`config.mk`:
```
export PLATFORM = sky130hd
export DESIGN_NAME = ram_sdp_init_flat
export DESIGN_NICKNAME = d
export VERILOG_FILES = /design/src/rtl/ram_sdp_init_pkg.sv /design/src/rtl/ram_sdp_init_if.sv /design/src/rtl/ram_sdp_clear_fsm.sv /design/src/rtl/ram_sdp_init.sv /design/src/flat_wrapper.sv
export SDC_FILE = /design/constraint.sdc
export NUM_CORES = 1
export LEC_CHECK = 0
export CORE_MARGIN = 2
export CORE_UTILIZATION = 35
export DETAILED_ROUTE_END_ITERATION = 12
export SETUP_SLACK_MARGIN = 0.05
export SYNTH_ARGS = -nofsm -noshare
export SYNTH_HDL_FRONTEND = slang
export SYNTH_HIERARCHICAL = 1
export SYNTH_SLANG_ARGS = --single-unit
```
`constraint.sdc`:
```
create_clock -name clk -period 2.9 [get_ports clk]
set_input_delay 0.58 -clock clk [delete_from_list [all_inputs] [get_ports clk]]
set_output_delay 0.58 -clock clk [all_outputs]
set_load 0.005 [all_outputs]
```
`src/rtl/ram_sdp_init_pkg.sv`:
```
// rtl/ram_sdp_init_pkg.sv - shared state type and lane-merge helper for ram_sdp_init
package ram_sdp_pkg;

  typedef enum logic [0:0] {ST_CLEAR, ST_READY} ram_state_t;

  localparam int MERGE_DW    = 512;
  localparam int MERGE_LANES = 64;

  // Builds a bit mask from the lane enables with shifts so any lane width works.
  function automatic logic [MERGE_DW-1:0] lane_merge(
    input logic [MERGE_DW-1:0]    old_word,
    input logic [MERGE_DW-1:0]    new_word,
    input logic [MERGE_LANES-1:0] be,
    input int                     lane_width
  );
    logic [MERGE_DW-1:0] lane_ones;
    logic [MERGE_DW-1:0] mask;
    lane_ones = ~({MERGE_DW{1'b1}} << lane_width);
    mask      = '0;
    for (int l = 0; l < MERGE_LANES; l++) begin
      if (|(be & (MERGE_LANES'(1) << l))) begin
        mask = mask | (lane_ones << (l * lane_width));
      end
    end
    return (new_word & mask) | (old_word & ~mask);
  endfunction

endpackage

```
`src/rtl/ram_sdp_init_if.sv`:
```
// rtl/ram_sdp_init_if.sv - access/clear bus of ram_sdp_init
interface ram_sdp_init_if #(
  parameter int DATA_WIDTH = 32,
  parameter int LANE_WIDTH = 8,
  parameter int ADDRSIZE   = 4
);
  localparam int LANES = DATA_WIDTH / LANE_WIDTH;

  logic                  clear_req;
  logic                  wr_en;
  logic [ADDRSIZE-1:0]   wr_addr;
  logic [LANES-1:0]      wr_be;
  logic [DATA_WIDTH-1:0] wr_data;
  logic                  rd_en;
  logic [ADDRSIZE-1:0]   rd_addr;
  logic [DATA_WIDTH-1:0] rd_data;
  logic                  rd_valid;
  logic                  init_done;

  modport master (
    output clear_req, wr_en, wr_addr, wr_be, wr_data, rd_en, rd_addr,
    input  rd_data, rd_valid, init_done
  );

  modport slave (
    input  clear_req, wr_en, wr_addr, wr_be, wr_data, rd_en, rd_addr,
    output rd_data, rd_valid, init_done
  );
endinterface

```
`src/rtl/ram_sdp_clear_fsm.sv`:
```
// rtl/ram_sdp_clear_fsm.sv - clear sequencer: walks every word after reset or clear request
module ram_sdp_clear_fsm
  import ram_sdp_pkg::*;
#(
  parameter int MAX_ADDR = 16,
  parameter int ADDRSIZE = $clog2(MAX_ADDR)
) (
  input  logic                clk,
  input  logic                rst_n,
  input  logic                i_clear_req,
  output logic                o_clr_we,
  output logic [ADDRSIZE-1:0] o_clr_addr,
  output logic                o_init_done
);

  localparam logic [ADDRSIZE-1:0] LAST_ADDR = ADDRSIZE'(MAX_ADDR - 1);

  ram_state_t          r_state;
  ram_state_t          w_state_nxt;
  logic [ADDRSIZE-1:0] r_cnt;
  logic [ADDRSIZE-1:0] w_cnt_nxt;

  always_ff @(posedge clk or negedge rst_n) begin
    if (!rst_n) begin
      r_state <= ST_CLEAR;
      r_cnt   <= '0;
    end else begin
      r_state <= w_state_nxt;
      r_cnt   <= w_cnt_nxt;
    end
  end

  always_comb begin
    w_state_nxt = r_state;
    w_cnt_nxt   = r_cnt;
    case (r_state)
      ST_CLEAR: begin
        if (r_cnt == LAST_ADDR) begin
          w_state_nxt = ST_READY;
          w_cnt_nxt   = '0;
        end else begin
          w_cnt_nxt = r_cnt + 1'b1;
        end
      end
      ST_READY: begin
        if (i_clear_req) begin
          w_state_nxt = ST_CLEAR;
          w_cnt_nxt   = '0;
        end
      end
      default: w_state_nxt = ST_CLEAR;
    endcase
  end

  assign o_clr_we    = (r_state == ST_CLEAR);
  assign o_clr_addr  = r_cnt;
  assign o_init_done = (r_state == ST_READY);

endmodule

```
`src/rtl/ram_sdp_init.sv`:
```
// rtl/ram_sdp_init.sv - simple dual-port RAM with lane enables, write-first bypass, hardware clear
// Optional RAM_SDP_OUT_REG_EN adds a second output register stage (read latency 2).
module ram_sdp_init
  import ram_sdp_pkg::*;
#(
  parameter int DATA_WIDTH = 32,
  parameter int LANE_WIDTH = 8,
  parameter int MAX_ADDR   = 16,
  parameter int ADDRSIZE   = $clog2(MAX_ADDR)
) (
  input  logic           clk,
  input  logic           rst_n,
  ram_sdp_init_if.slave  bus
);

  localparam int                LANES = DATA_WIDTH / LANE_WIDTH;
  localparam logic [ADDRSIZE:0] DEPTH = (ADDRSIZE + 1)'(MAX_ADDR);

  logic                  w_init_done;
  logic                  w_clr_we;
  logic [ADDRSIZE-1:0]   w_clr_addr;

  ram_sdp_clear_fsm #(
    .MAX_ADDR (MAX_ADDR),
    .ADDRSIZE (ADDRSIZE)
  ) u_clear_fsm (
    .clk         (clk),
    .rst_n       (rst_n),
    .i_clear_req (bus.clear_req),
    .o_clr_we    (w_clr_we),
    .o_clr_addr  (w_clr_addr),
    .o_init_done (w_init_done)
  );

  logic [DATA_WIDTH-1:0] r_mem [MAX_ADDR];

  logic                  w_port_ok;
  logic                  w_wr_acc;
  logic                  w_rd_acc;
  logic                  w_rd_in_range;
  logic                  w_collide;
  logic [DATA_WIDTH-1:0] w_wr_merged;
  logic [DATA_WIDTH-1:0] w_rd_old;
  logic [DATA_WIDTH-1:0] w_rd_word;

  // A clear request wins the cycle: accesses presented alongside it are dropped.
  assign w_port_ok     = w_init_done & ~bus.clear_req;
  assign w_wr_acc      = w_port_ok & bus.wr_en & ({1'b0, bus.wr_addr} < DEPTH);
  assign w_rd_acc      = w_port_ok & bus.rd_en;
  assign w_rd_in_range = ({1'b0, bus.rd_addr} < DEPTH);
  assign w_rd_old      = r_mem[bus.rd_addr];
  assign w_collide     = w_wr_acc & (bus.rd_addr == bus.wr_addr);

  assign w_wr_merged = DATA_WIDTH'(lane_merge(MERGE_DW'(r_mem[bus.wr_addr]),
                                              MERGE_DW'(bus.wr_data),
                                              MERGE_LANES'(bus.wr_be),
                                              LANE_WIDTH));

  // On a collision both ports hit the same word, so the merged write word is the bypass value.
  assign w_rd_word = !w_rd_in_range ? '0 :
                     w_collide      ? w_wr_merged : w_rd_old;

  always_ff @(posedge clk) begin
    if (w_clr_we) begin
      r_mem[w_clr_addr] <= '0;
    end else if (w_wr_acc) begin
      r_mem[bus.wr_addr] <= w_wr_merged;
    end
  end

  logic [DATA_WIDTH-1:0] r_rd_data;
  logic                  r_rd_valid;

  always_ff @(posedge clk or negedge rst_n) begin
    if (!rst_n) begin
      r_rd_data  <= '0;
      r_rd_valid <= 1'b0;
    end else begin
      r_rd_valid <= w_rd_acc;
      if (w_rd_acc) begin
        r_rd_data <= w_rd_word;
      end
    end
  end

`ifdef RAM_SDP_OUT_REG_EN
  logic                  w_clr_start;
  logic                  w_s2_load;
  logic [DATA_WIDTH-1:0] r_rd_data2;
  logic                  r_rd_valid2;

  assign w_clr_start = w_init_done & bus.clear_req;
  assign w_s2_load   = r_rd_valid & ~w_clr_start;

  always_ff @(posedge clk or negedge rst_n) begin
    if (!rst_n) begin
      r_rd_data2  <= '0;
      r_rd_valid2 <= 1'b0;
    end else begin
      r_rd_valid2 <= w_s2_load;
      if (w_s2_load) begin
        r_rd_data2 <= r_rd_data;
      end
    end
  end

  assign bus.rd_data  = r_rd_data2;
  assign bus.rd_valid = r_rd_valid2;
`else
  assign bus.rd_data  = r_rd_data;
  assign bus.rd_valid = r_rd_valid;
`endif

  assign bus.init_done = w_init_done;

endmodule
```
`src/flat_wrapper.sv`:
```
// flat-port wrapper written by rule: the top's interface ports become plain ports
module ram_sdp_init_flat import ram_sdp_pkg::*;
#(
  parameter int DATA_WIDTH = 32,
  parameter int LANE_WIDTH = 8,
  parameter int MAX_ADDR   = 16,
  parameter int ADDRSIZE   = $clog2(MAX_ADDR)
)
  (clk, rst_n, bus_clear_req, bus_wr_en, bus_wr_addr, bus_wr_be, bus_wr_data, bus_rd_en, bus_rd_addr, bus_rd_data, bus_rd_valid, bus_init_done);
  ram_sdp_init_if #(.DATA_WIDTH(DATA_WIDTH), .LANE_WIDTH(LANE_WIDTH), .ADDRSIZE(ADDRSIZE)) bus_i ();
  input  logic clk;
  input  logic rst_n;
  input wire logic [$bits(bus_i.clear_req)-1:0] bus_clear_req;
  input wire logic [$bits(bus_i.wr_en)-1:0] bus_wr_en;
  input wire logic [$bits(bus_i.wr_addr)-1:0] bus_wr_addr;
  input wire logic [$bits(bus_i.wr_be)-1:0] bus_wr_be;
  input wire logic [$bits(bus_i.wr_data)-1:0] bus_wr_data;
  input wire logic [$bits(bus_i.rd_en)-1:0] bus_rd_en;
  input wire logic [$bits(bus_i.rd_addr)-1:0] bus_rd_addr;
  output wire logic [$bits(bus_i.rd_data)-1:0] bus_rd_data;
  output wire logic [$bits(bus_i.rd_valid)-1:0] bus_rd_valid;
  output wire logic [$bits(bus_i.init_done)-1:0] bus_init_done;
  assign bus_i.clear_req = bus_clear_req;
  assign bus_i.wr_en = bus_wr_en;
  assign bus_i.wr_addr = bus_wr_addr;
  assign bus_i.wr_be = bus_wr_be;
  assign bus_i.wr_data = bus_wr_data;
  assign bus_i.rd_en = bus_rd_en;
  assign bus_i.rd_addr = bus_rd_addr;
  assign bus_rd_data = bus_i.rd_data;
  assign bus_rd_valid = bus_i.rd_valid;
  assign bus_init_done = bus_i.init_done;
  ram_sdp_init #(.DATA_WIDTH(DATA_WIDTH), .LANE_WIDTH(LANE_WIDTH), .MAX_ADDR(MAX_ADDR), .ADDRSIZE(ADDRSIZE)) u_core (.clk(clk), .rst_n(rst_n), .bus(bus_i));
endmodule
```
==> reports/results.txt <==
status: finished clean
antenna violation net count after detailed routing: 0
Non-Filler Instances: 2593
Cell variety after synth: 39
Cell Area, Placed: 0.0290 sq mm
Max Fclk: 391 MHz
# port buffers: 82
Post-synth top cells: edfxtp_1, mux4_2, mux2i_1
first-pass GRT wire length: 116 mm
Pre-Repair DR Iteration Count: 6
crit path cell chain: clkdlybuf4s50_1 > buf_4 > nor2b_4 > buf_12 > a22oi_1 > a21oi_1 > a221oi_1 > and2_1
WS Path Type: input port to flip-flop
final hold slack: 152 ps
Worst Tran Pin Value: 1120 ps
largest cells by area after synthesis: edfxtp_1, mux4_2, mux2i_1
Cells after DPL: 2488
postcts setup bufs: 0
warnings from Yosys: 6
most area-hungry cell type in the Yosys netlist: edfxtp_1
number of gates resized after CTS: 0
IO Pins: 83
critical path startpoint category: input port
# DRC: 0
via-per-instance ratio: 6.18
Final Cell Area: 0.0310 sq mm
Core Area: 0.0719 sq mm
Final Wtd Congestion: 0.848
gr usage total: 0.215
Worst VDD drop: 0.526 mV
Slowest-stage cell, CP: clkdlybuf4s50_1
CTS buffer count: 57
FF-to-FF End: u_core/r_mem[2][22]$_DFFE_PP_
initial core utilization: 0.355
most frequent cell after synthesis: edfxtp_1
post-synthesis register bit count: 550
# hold bufs at CTS: 0
layout cell share with drive strength beyond 1: 0.290
post-layout net count: 1647
Die X-Extent: 274 um
Longest Clk Path Bufs: 3
sequential share of the synthesized area: 0.640
Crit path max-delay family: buffers and inverters
vias in the first global route: 16300
reg2reg start: u_core/u_clear_fsm/o_init_done$_DFF_PN0_
Worst Setup Slack post-DPL: -265 ps
CTS sink cnt: 550
post-synthesis async set-or-reset flop share: 0.0691
Synth Cell Area: 0.0255 sq mm
PD cells: 764 mW/mm^2
Period minus WS final: 2560 ps
Die ar.: 0.0750 sq mm
pin count of the biggest net entering global routing: 48
slew margin rel.: 0.254
prevailing post-synth register cell: edfxtp_1
total number of vias: 16000
Ant. Diodes: 0
setup violators final: 0
grt ovf: 0
crit share post-route: 0.883
CTS tree: yes
Hold Fails Final Rpt: 0
post-synth net total: 1472
max-slew violation count: 0
Clk Tree Root Cell: clkbuf_16
Die Y: 274 um
slowest stage delay, CP: 620 ps
Arr. time, crit path: 2900 ps
clk_skew: 24.4 ps
FP Rows: 98
Skew-Pair Late Insertion Delay: 630 ps
Gate Count Post-Synth: 1422
Area Overhead vs Synth: 21.8%
wire per inst: 31.2 um
Synth Area per Inst: 17.9 sq um
initial antenna violation count: 1
drt total wl: 81.0 mm
Post-DP HPWL: 50.4 mm
leakage power: 10.7 nW
Critical Path RT: 3240 ps
Crit Path Max Fanout: 16
RSZ-0062 raised after global routing: no
Power Total: 23.7 mW
Worst-path clk slew: 70 ps
Hold Crit Class: input port to async pin
Initial DRC Count: 1927
reg-to-reg slack, setup: 420 ps
CP endpoint kind: flip-flop
worst setup margin: 340 ps
Worst Path Buf+Inv: 3
number of synthesized flops with an enable pin: 512
MaxCap Viol Count: 0
# H-tree levels: 2
Yosys top cell area share: 0.603
worst r2r path cells: 5
==> per-stage QoR <==
| stage | utilization | setup TNS [ps] |
|---|---|---|
| after detailed placement | 0.404 | -121960 |
| after CTS | 0.432 | 0 |
| final | 0.432 | 0 |
| after global placement | 0.404 | -158170 |
| after floorplan | - | -114390 |
| after global routing | 0.432 | 0 |
==> how the worst max path moves through the flow <==
stage	startpoint	depth (start not counted)	slack [ps]	endpoint
floorplan	bus_clear_req	6	-420	u_core/r_mem[10][0]$_DFFE_PP_
global placement	bus_clear_req	8	-340	u_core/r_mem[1][14]$_DFFE_PP_
detailed placement	bus_wr_addr[3]	8	-260	u_core/r_mem[12][5]$_DFFE_PP_
CTS	bus_wr_addr[3]	8	370	u_core/r_mem[0][5]$_DFFE_PP_
global route	bus_wr_addr[3]	8	200	u_core/r_mem[0][5]$_DFFE_PP_
finish	bus_wr_addr[3]	8	340	u_core/r_mem[0][5]$_DFFE_PP_
==> sequential cells by signal (all words and copies together), names as in the netlist <==
name,cells
u_core/r_mem,512
u_core/bus.rd_data,32
u_core/u_clear_fsm/o_clr_addr,4
u_core/bus.rd_valid,1
u_core/u_clear_fsm/o_init_done,1
==> layout by cell type, fill, tap and decap left out, types with 9 or more instances in the layout <==
master           instances
and2_1                  32
clkdlybuf4s50_1         77
mux4_2                 192
a22oi_1                128
a221oi_1                32
clkbuf_16               58
edfxtp_1               512
nor2_4                  19
a21oi_1                 66
dfrtp_1                 38
mux2i_1                160
bufinv_16                9
a221o_1                 32
buf_4                   89
buf_12                  63
inv_6                   10
inv_1                   37
==> metal layers <==
| metal | global-route usage | up-vias | part of all wire |
|---|---|---|---|
| met2 | 0.342 | 1044 | 0.47 |
| met4 | 0.0729 | 0 | 0.034 |
| met1 | 0.295 | 8405 | 0.40 |
| li1 | - | 6385 | - |
| met3 | 0.0444 | 191 | 0.10 |
| met5 | 0 | - | 0 |
==> worst register-to-register path, delay by kind of cell, from the launching register on <==
kind | cells | cell delay [ps]
simple gates | 3 | 750
compound gates | 1 | 810
flops | 1 | 420
buf+inv | 1 | 230
==> power by group <==
part	switching, mW	internal (mW)	leakage (nW)
clock	3.30	4.55	0.976
combinational	2.60	2.30	4.40
sequential	0.821	10.2	5.36
total	6.72	17.0	10.7
==> final cells by class <==
cell class                 instances  area, sq um
timing repair buffer             232         2730
clock buffer                      62         1480
sequential                       550        16300
inverter                          39          146
multi-input combinational        717         8640
fill                            6247        40800
tap                              950         1190
clock inverter                    43          538
==> cells by family (layout without fill, tap and decap cells) <==
family	count (synthesis)	after routing	synth area share
flip-flops	550	550	0.640
multiplexers	352	352	0.232
AO/OA/AOI/OAI	272	272	0.0782
buffers and inverters	155	376	0.0284
AND/OR/NAND/NOR	87	87	0.0184
XOR/XNOR	5	5	0.00172
adder cells (fa/ha/maj)	1	1	0.000491
No activity file was read; power rests on OpenSTA's default activity.
